## config.mk

```make
export PLATFORM = sky130hd
export DESIGN_NAME = pipe_hazard_unit_flat
export DESIGN_NICKNAME = d
export VERILOG_FILES = /design/src/rtl/singlecycle_pkg.sv /design/src/rtl/pipe_hazard_unit_if.sv /design/src/rtl/hazard_redir_arb.sv /design/src/rtl/pipe_hazard_unit.sv /design/src/flat_wrapper.sv
export SDC_FILE = /design/constraint.sdc
export NUM_CORES = 1
export LEC_CHECK = 0
export ABC_CLOCK_PERIOD_IN_PS = 5300
export CAP_MARGIN = 0
export CORE_ASPECT_RATIO = 1.4
export CORE_MARGIN = 3
export CORE_UTILIZATION = 29
export DETAILED_ROUTE_END_ITERATION = 8
export PLACE_DENSITY_LB_ADDON = 0.3
export SYNTH_ARGS = -nofsm -noshare
export SYNTH_HDL_FRONTEND = slang
export SYNTH_SLANG_ARGS = --single-unit
```

## constraint.sdc

```tcl
create_clock -name i_clk -period 5.3 [get_ports i_clk]
set_input_delay 0.795 -clock i_clk [delete_from_list [all_inputs] [get_ports i_clk]]
set_output_delay 0.795 -clock i_clk [all_outputs]
set_load 0.01 [all_outputs]
```

## src/rtl/singlecycle_pkg.sv

```systemverilog
// Shared types and defaults for the pipeline hazard controller.
package singlecycle_pkg;

    typedef enum logic {L_IDLE, L_WAIT} lsu_state_e;

    localparam int unsigned DEF_NUM_STAGES = 5;
    localparam int unsigned DEF_NUM_REDIR  = 4;

    // Index width that stays at least one bit for single-entry ranges.
    function automatic int unsigned clog2_min1(input int unsigned n);
        return (n > 1) ? $clog2(n) : 1;
    endfunction

endpackage

```

## src/rtl/pipe_hazard_unit_if.sv

```systemverilog
// Request/response bundle between the pipeline datapath (master) and the hazard controller (slave).
interface pipe_hazard_unit_if
    import singlecycle_pkg::*;
#(
    parameter int unsigned NUM_STAGES = DEF_NUM_STAGES,
    parameter int unsigned NUM_REDIR  = DEF_NUM_REDIR,
    parameter int unsigned LVL_W      = $clog2(NUM_STAGES),
    parameter int unsigned SEL_W      = clog2_min1(NUM_REDIR)
);
    logic [NUM_REDIR-1:0]            i_redir_valid;
    logic [NUM_REDIR-1:0][LVL_W-1:0] i_redir_lvl;
    logic [NUM_REDIR-1:0]            o_redir_ack;
    logic [SEL_W-1:0]                o_redir_sel;
    logic                            i_load_use;
    logic                            i_lsu_valid;
    logic                            i_lsu_ready;
    logic                            o_lsu_timeout;
    logic [NUM_STAGES-1:0]           o_en;
    logic [NUM_STAGES-1:0]           o_flush;
    logic                            o_stall;
    logic [31:0]                     o_perf_stall_cnt;
    logic [31:0]                     o_perf_flush_cnt;

    modport master (
        output i_redir_valid, i_redir_lvl, i_load_use, i_lsu_valid, i_lsu_ready,
        input  o_redir_ack, o_redir_sel, o_lsu_timeout, o_en, o_flush, o_stall,
               o_perf_stall_cnt, o_perf_flush_cnt
    );

    modport slave (
        input  i_redir_valid, i_redir_lvl, i_load_use, i_lsu_valid, i_lsu_ready,
        output o_redir_ack, o_redir_sel, o_lsu_timeout, o_en, o_flush, o_stall,
               o_perf_stall_cnt, o_perf_flush_cnt
    );

endinterface

```

## src/rtl/hazard_redir_arb.sv

```systemverilog
// Redirect selector: deepest flush level wins, ties resolved toward the lowest channel.
module hazard_redir_arb #(
    parameter int unsigned NUM_REDIR = 4,
    parameter int unsigned LVL_W     = 3,
    parameter int unsigned SEL_W     = 2
) (
    input  logic [NUM_REDIR-1:0]            valid,
    input  logic [NUM_REDIR-1:0][LVL_W-1:0] lvl,
    output logic                            any,
    output logic [SEL_W-1:0]                sel,
    output logic [NUM_REDIR-1:0]            onehot,
    output logic [LVL_W-1:0]                win_lvl
);

    always_comb begin
        any     = 1'b0;
        sel     = '0;
        win_lvl = '0;
        // Strict compare keeps the earlier (lower-index) channel on equal levels.
        for (int unsigned i = 0; i < NUM_REDIR; i++) begin
            if (valid[i] && (!any || (lvl[i] > win_lvl))) begin
                any     = 1'b1;
                sel     = SEL_W'(i);
                win_lvl = lvl[i];
            end
        end
        onehot = any ? (NUM_REDIR'(1) << sel) : '0;
    end

endmodule

```

## src/rtl/pipe_hazard_unit.sv

```systemverilog
// N-stage hazard controller: redirects, multi-cycle load-use stall, LSU wait with timeout.
// Optional performance counters are built when HAZARD_PERF_EN is defined.
module pipe_hazard_unit
    import singlecycle_pkg::*;
#(
    parameter int unsigned NUM_STAGES     = DEF_NUM_STAGES,
    parameter int unsigned NUM_REDIR      = DEF_NUM_REDIR,
    parameter int unsigned MEM_REG        = 3,
    parameter int unsigned LU_REG         = 2,
    parameter int unsigned LOAD_USE_STALL = 1,
    parameter int unsigned LSU_TIMEOUT    = 0,
    parameter int unsigned LVL_W          = $clog2(NUM_STAGES)
) (
    input logic               i_clk,
    input logic               i_rst,
    pipe_hazard_unit_if.slave hz
);

    localparam int unsigned      SEL_W   = clog2_min1(NUM_REDIR);
    localparam int unsigned      LU_W    = clog2_min1(LOAD_USE_STALL + 1);
    localparam int unsigned      TO_W    = clog2_min1(LSU_TIMEOUT + 1);
    localparam logic [LVL_W-1:0] LU_LVL  = LVL_W'(LU_REG);
    localparam logic [LU_W-1:0]  LU_LOAD = LU_W'(LOAD_USE_STALL - 1);
    localparam logic [TO_W-1:0]  TO_MAX  = TO_W'(LSU_TIMEOUT);
    localparam logic [TO_W-1:0]  TO_LAST = TO_W'(LSU_TIMEOUT - 1);

    lsu_state_e            state, state_nx;
    logic [LU_W-1:0]       lu_cnt, lu_nx;
    logic [TO_W-1:0]       to_cnt, to_nx;
    logic                  lsu_stall, lu_stall;
    logic                  win_any, ack_ok, cancel;
    logic                  stall_c, timeout_c;
    logic [SEL_W-1:0]      win_sel;
    logic [NUM_REDIR-1:0]  win_onehot, ack_c;
    logic [LVL_W-1:0]      win_lvl;
    logic [NUM_STAGES-1:0] en_c, flush_c;

    hazard_redir_arb #(
        .NUM_REDIR (NUM_REDIR),
        .LVL_W     (LVL_W),
        .SEL_W     (SEL_W)
    ) u_arb (
        .valid   (hz.i_redir_valid),
        .lvl     (hz.i_redir_lvl),
        .any     (win_any),
        .sel     (win_sel),
        .onehot  (win_onehot),
        .win_lvl (win_lvl)
    );

    assign lsu_stall = hz.i_lsu_valid & ~hz.i_lsu_ready;
    assign lu_stall  = hz.i_load_use | (lu_cnt != '0);
    // A redirect deep enough to squash the load consumer may override the load-use stall.
    assign ack_ok    = win_any & ~lsu_stall & (~lu_stall | (win_lvl >= LU_LVL));
    assign cancel    = ack_ok & (win_lvl >= LU_LVL);

    always_ff @(posedge i_clk) begin
        if (i_rst) begin
            state  <= L_IDLE;
            lu_cnt <= '0;
            to_cnt <= '0;
        end else begin
            state  <= state_nx;
            lu_cnt <= lu_nx;
            to_cnt <= to_nx;
        end
    end

    always_comb begin
        state_nx  = state;
        lu_nx     = lu_cnt;
        to_nx     = to_cnt;
        timeout_c = 1'b0;

        case (state)
            L_IDLE:  if (lsu_stall) state_nx = L_WAIT;
            L_WAIT:  if (hz.i_lsu_ready || !hz.i_lsu_valid) state_nx = L_IDLE;
            default: state_nx = L_IDLE;
        endcase

        if (state == L_IDLE) begin
            to_nx = '0;
        end else if (to_cnt != TO_MAX) begin
            to_nx = to_cnt + 1'b1;
        end
        timeout_c = (LSU_TIMEOUT != 0) && (state == L_WAIT) && lsu_stall && (to_cnt == TO_LAST);

        if (cancel) begin
            lu_nx = '0;
        end else if (!lsu_stall) begin
            if (hz.i_load_use) begin
                lu_nx = LU_LOAD;
            end else if (lu_cnt != '0) begin
                lu_nx = lu_cnt - 1'b1;
            end
        end
    end

    always_comb begin
        en_c    = '1;
        flush_c = '0;
        ack_c   = '0;
        stall_c = lsu_stall | (lu_stall & ~cancel);

        for (int unsigned k = 0; k < NUM_STAGES; k++) begin
            if (lsu_stall) begin
                if (k <= MEM_REG)     en_c[k]    = 1'b0;
                if (k == MEM_REG + 1) flush_c[k] = 1'b1;
            end else if (lu_stall && !cancel) begin
                if (k < LU_REG)  en_c[k]    = 1'b0;
                if (k == LU_REG) flush_c[k] = 1'b1;
            end
            if (ack_ok && (k != 0) && (k <= 32'(win_lvl))) flush_c[k] = 1'b1;
        end

        if (ack_ok) ack_c = win_onehot;
        // A slot being cleared to a bubble must also be written.
        en_c = en_c | flush_c;

        if (i_rst) begin
            en_c       = '0;
            flush_c    = '1;
            flush_c[0] = 1'b0;
            ack_c      = '0;
            stall_c    = 1'b0;
        end
    end

    assign hz.o_en          = en_c;
    assign hz.o_flush       = flush_c;
    assign hz.o_redir_ack   = ack_c;
    assign hz.o_redir_sel   = win_sel;
    assign hz.o_stall       = stall_c;
    assign hz.o_lsu_timeout = timeout_c & ~i_rst;

`ifdef HAZARD_PERF_EN
    logic [31:0] perf_stall, perf_flush;

    always_ff @(posedge i_clk) begin
        if (i_rst) begin
            perf_stall <= '0;
            perf_flush <= '0;
        end else begin
            if (stall_c && (perf_stall != '1)) perf_stall <= perf_stall + 32'd1;
            if ((ack_c != '0) && (perf_flush != '1)) perf_flush <= perf_flush + 32'd1;
        end
    end

    assign hz.o_perf_stall_cnt = perf_stall;
    assign hz.o_perf_flush_cnt = perf_flush;
`else
    assign hz.o_perf_stall_cnt = '0;
    assign hz.o_perf_flush_cnt = '0;
`endif

endmodule

```

## src/flat_wrapper.sv

```systemverilog
// flat-port wrapper written by rule: the top's interface ports become plain ports
module pipe_hazard_unit_flat import singlecycle_pkg::*;
#(
    parameter int unsigned NUM_STAGES     = DEF_NUM_STAGES,
    parameter int unsigned NUM_REDIR      = DEF_NUM_REDIR,
    parameter int unsigned MEM_REG        = 3,
    parameter int unsigned LU_REG         = 2,
    parameter int unsigned LOAD_USE_STALL = 1,
    parameter int unsigned LSU_TIMEOUT    = 0,
    parameter int unsigned LVL_W          = $clog2(NUM_STAGES)
)
  (i_clk, i_rst, hz_i_redir_valid, hz_i_redir_lvl, hz_i_load_use, hz_i_lsu_valid, hz_i_lsu_ready, hz_o_redir_ack, hz_o_redir_sel, hz_o_lsu_timeout, hz_o_en, hz_o_flush, hz_o_stall, hz_o_perf_stall_cnt, hz_o_perf_flush_cnt);
  pipe_hazard_unit_if #(.NUM_STAGES(NUM_STAGES), .NUM_REDIR(NUM_REDIR), .LVL_W(LVL_W), .SEL_W((2))) hz_i ();
  input logic i_clk;
  input logic i_rst;
  input wire logic [$bits(hz_i.i_redir_valid)-1:0] hz_i_redir_valid;
  input wire logic [$bits(hz_i.i_redir_lvl)-1:0] hz_i_redir_lvl;
  input wire logic [$bits(hz_i.i_load_use)-1:0] hz_i_load_use;
  input wire logic [$bits(hz_i.i_lsu_valid)-1:0] hz_i_lsu_valid;
  input wire logic [$bits(hz_i.i_lsu_ready)-1:0] hz_i_lsu_ready;
  output wire logic [$bits(hz_i.o_redir_ack)-1:0] hz_o_redir_ack;
  output wire logic [$bits(hz_i.o_redir_sel)-1:0] hz_o_redir_sel;
  output wire logic [$bits(hz_i.o_lsu_timeout)-1:0] hz_o_lsu_timeout;
  output wire logic [$bits(hz_i.o_en)-1:0] hz_o_en;
  output wire logic [$bits(hz_i.o_flush)-1:0] hz_o_flush;
  output wire logic [$bits(hz_i.o_stall)-1:0] hz_o_stall;
  output wire logic [$bits(hz_i.o_perf_stall_cnt)-1:0] hz_o_perf_stall_cnt;
  output wire logic [$bits(hz_i.o_perf_flush_cnt)-1:0] hz_o_perf_flush_cnt;
  assign hz_i.i_redir_valid = hz_i_redir_valid;
  assign hz_i.i_redir_lvl = hz_i_redir_lvl;
  assign hz_i.i_load_use = hz_i_load_use;
  assign hz_i.i_lsu_valid = hz_i_lsu_valid;
  assign hz_i.i_lsu_ready = hz_i_lsu_ready;
  assign hz_o_redir_ack = hz_i.o_redir_ack;
  assign hz_o_redir_sel = hz_i.o_redir_sel;
  assign hz_o_lsu_timeout = hz_i.o_lsu_timeout;
  assign hz_o_en = hz_i.o_en;
  assign hz_o_flush = hz_i.o_flush;
  assign hz_o_stall = hz_i.o_stall;
  assign hz_o_perf_stall_cnt = hz_i.o_perf_stall_cnt;
  assign hz_o_perf_flush_cnt = hz_i.o_perf_flush_cnt;
  pipe_hazard_unit #(.NUM_STAGES(NUM_STAGES), .NUM_REDIR(NUM_REDIR), .MEM_REG(MEM_REG), .LU_REG(LU_REG), .LOAD_USE_STALL(LOAD_USE_STALL), .LSU_TIMEOUT(LSU_TIMEOUT), .LVL_W(LVL_W)) u_core (.i_clk(i_clk), .i_rst(i_rst), .hz(hz_i));
endmodule
```

==> results.sh <==
export IMPL_hold_viol=0
export IMPL_static_leakage_power_uw=0.000837
export IMPL_final_hold_worst_slack_ns=2.32
export IMPL_core_area_um2=3470
export IMPL_hold_path_endpoint="hz_o_stall"
export IMPL_dp_cells=241
export IMPL_timing_critical_path_fanout_max=7
export IMPL_die_h_um=78.4
export IMPL_finish_utilization_pct=48.3
export IMPL_floorplan_die_area_um2=4530
export IMPL_first_global_vias=928
export IMPL_floorplan_die_width_um=57.7
export IMPL_dr_total_vias=1027
export IMPL_routed_length_per_instance_um=11.1
export IMPL_period_minus_slack_ns=5.59
export IMPL_synthesis_area_um2=1090
export IMPL_count_of_clock_buffers_in_the_final_design=0
export IMPL_worst_slew_pin_transition_ns=0.604
export IMPL_violations="setup timing"
export IMPL_vdd_ir_drop_max_mv=0.0826
export IMPL_synthesized_instance_count=146
export IMPL_outcome="finished with violations"
export IMPL_max_cap_viol_count=0
export IMPL_hp_start="hz_i_lsu_valid"
export IMPL_fmaxAchievable_ghz=0.179
export IMPL_drtIter0Drc=9
export IMPL_wl_mm=2.78
export IMPL_sequential_fraction_of_the_synthesis_area_pct=0
export IMPL_ant_nets=0
export IMPL_io_pins=103
export IMPL_insertedDiodeCount=0
export IMPL_synth_cells_most_frequent="buf_4 (66), ha_1 (9), inv_1 (9), nand2_1 (9), a21oi_1 (7)"
export IMPL_drt_first_pass_iters=4
export IMPL_gpl_final_weighted_congestion=0.753
export IMPL_timing_critical_path_to_type="output port"
export IMPL_report_final_setup_viol=10
export IMPL_fp_rows=25
export IMPL_final_slew_viol_count=0
export IMPL_syn_area_per_cell_um2=7.44
export IMPL_slew_headroom_pct=59.7
export IMPL_cell_pwr_density_nw_per_um2=157
export IMPL_grt_overflow_total=0
export IMPL_worst_endpoint_required_ns=4.51
export IMPL_grt_max_degree=9
export IMPL_grtUsageTotal_pct=11.1
export IMPL_drive_above_1_share_pct=42.7
export IMPL_timing_setup_tns_ns=-1.64
export IMPL_seq_cells=0
export IMPL_synthToLayoutAreaGrowth_pct=54.4
export IMPL_synth_warnings=0
export IMPL_drc_errors_left=0
export IMPL_yosys_area_top_type_share_pct=45.6
export IMPL_port_buffers=36
export IMPL_fill_cells=338
export IMPL_worst_hold_path_type="in -> out"
export IMPL_antenna_found_initial=0
export IMPL_nets=243
export IMPL_instances_no_fill=251
export IMPL_timing_setup_critical_path_class="in -> out"
export IMPL_finalWorstSetupSlack_ns=-0.293
export IMPL_cp_arrival_ns=4.80
export IMPL_worstHoldPathCells=4
export IMPL_layout_area_seq_um2=0
export IMPL_hpwlAfterDp_mm=2.13
export IMPL_grt_setup_unrepaired="true"
export IMPL_timing_critical_path_from_type="input port"
export IMPL_post_synth_top_count_cell="buf_4"
export IMPL_top_area_cells_in_the_synthesized_netlist="buf_4 (46%), ha_1 (10%), a21oi_1 (3.2%), inv_1 (3.1%), nand2_1 (3.1%)"
export IMPL_layout_worst_path_cycle_share_pct=106
export IMPL_post_drt_via_cell_ratio=4.09
export IMPL_synth_top_area_cell="buf_4"
export IMPL_initial_utilization_pct=31.3
export IMPL_netlist_cell_type_count=36
export IMPL_grt_pass1_wl_mm=4.26
## critical path: stages
cell and delay, ns:
buf_8 0.10, and2_4 0.15, ha_4 0.25, and3_4 0.18
a21oi_4 0.04, o21a_4 0.23, a22oi_2 0.21, inv_1 0.07
ha_1 0.28, and3_4 0.18, a21oi_4 0.13, o21ai_4 0.09
nand2_1 0.07, o21ai_1 0.06, ha_1 0.33, a21oi_2 0.15
a32oi_2 0.08, o21ai_4 0.22, nor3b_4 0.26, a211oi_4 0.06
or2_4 0.27, buf_6 0.12, a221o_1 0.30, buf_2 0.14
## layout make-up
class	instances	area (um^2)	area share [%]
Multi-Input combinational cell	135	1020	60.8
Timing Repair Buffer	67	571	34.0
Tap cell	40	50.0	2.99
Inverter	9	36.3	2.16
## per-stage QoR
step / worst slack, ns / area, um^2 / total power, uW
after CTS: -0.256 / 1630 / 242
after global placement: -1.33 / 1420 / 194
final: -0.293 / 1680 / 264
after detailed placement: -1.37 / 1420 / 195
after floorplan: -0.0492 / 1360 / 147
after global routing: -0.513 / 1680 / 289
## worst max path at each step
stage	cells after the start	to	startpoint
2_1_floorplan	22	hz_o_redir_ack[2]	hz_i_redir_lvl[0]
3_3_place_gp	22	hz_o_redir_ack[2]	hz_i_redir_valid[0]
3_5_place_dp	22	hz_o_redir_ack[2]	hz_i_redir_valid[0]
4_1_cts	24	hz_o_flush[1]	hz_i_redir_valid[0]
5_1_grt	24	hz_o_flush[1]	hz_i_redir_valid[0]
6_report	24	hz_o_flush[1]	hz_i_redir_valid[0]
## layer usage
layer,part of all wire (%),vias to the layer above,track usage (%)
li1,-,495,-
met1,35,464,13.4
met2,53,66,20.6
met3,11,2,1.64
met4,0.65,0,1.16
met5,0,-,0
## cells in the final DEF, fill, tap and decap left out, types with 2 or more instances in the layout
master	instances
conb_1	66
buf_4	24
clkdlybuf4s50_1	16
buf_2	13
buf_6	9
nand2_1	7
inv_1	7
ha_1	5
a21oi_4	4
nor2_1	4
ha_4	4
nand3b_1	3
and3_4	2
a22oi_2	2
a21oi_2	2
o21ai_4	2
a21oi_1	2
nand2_2	2
o21ai_1	2
and2_4	2
nor3_2	2
nor3b_4	2
nor2_4	2
a211oi_4	2
a221o_1	2
a32o_1	2
nor4b_2	2
## report_power, final
group	internal (uW)	leakage (uW)	switching, uW
sequential	0	0	0
combinational	136	0.000837	128
clock	0	0	0
total	136	0.000837	128
## logic make-up after synthesis
logic type	after synthesis	synth area share, %
fa+ha+maj	9	10.4
compound gates	26	21.8
buf+inv	76	49.2
other cells	1	0.345
simple gates	34	18.3
## repair_timing
action,4_1_cts,5_1_grt
pin swaps,32,13
endpoints found under the setup margin,13,13
resized for setup,105,22
hold buffers,0,0
buffers inserted,7,3
Power figures use the tool's default switching activity.
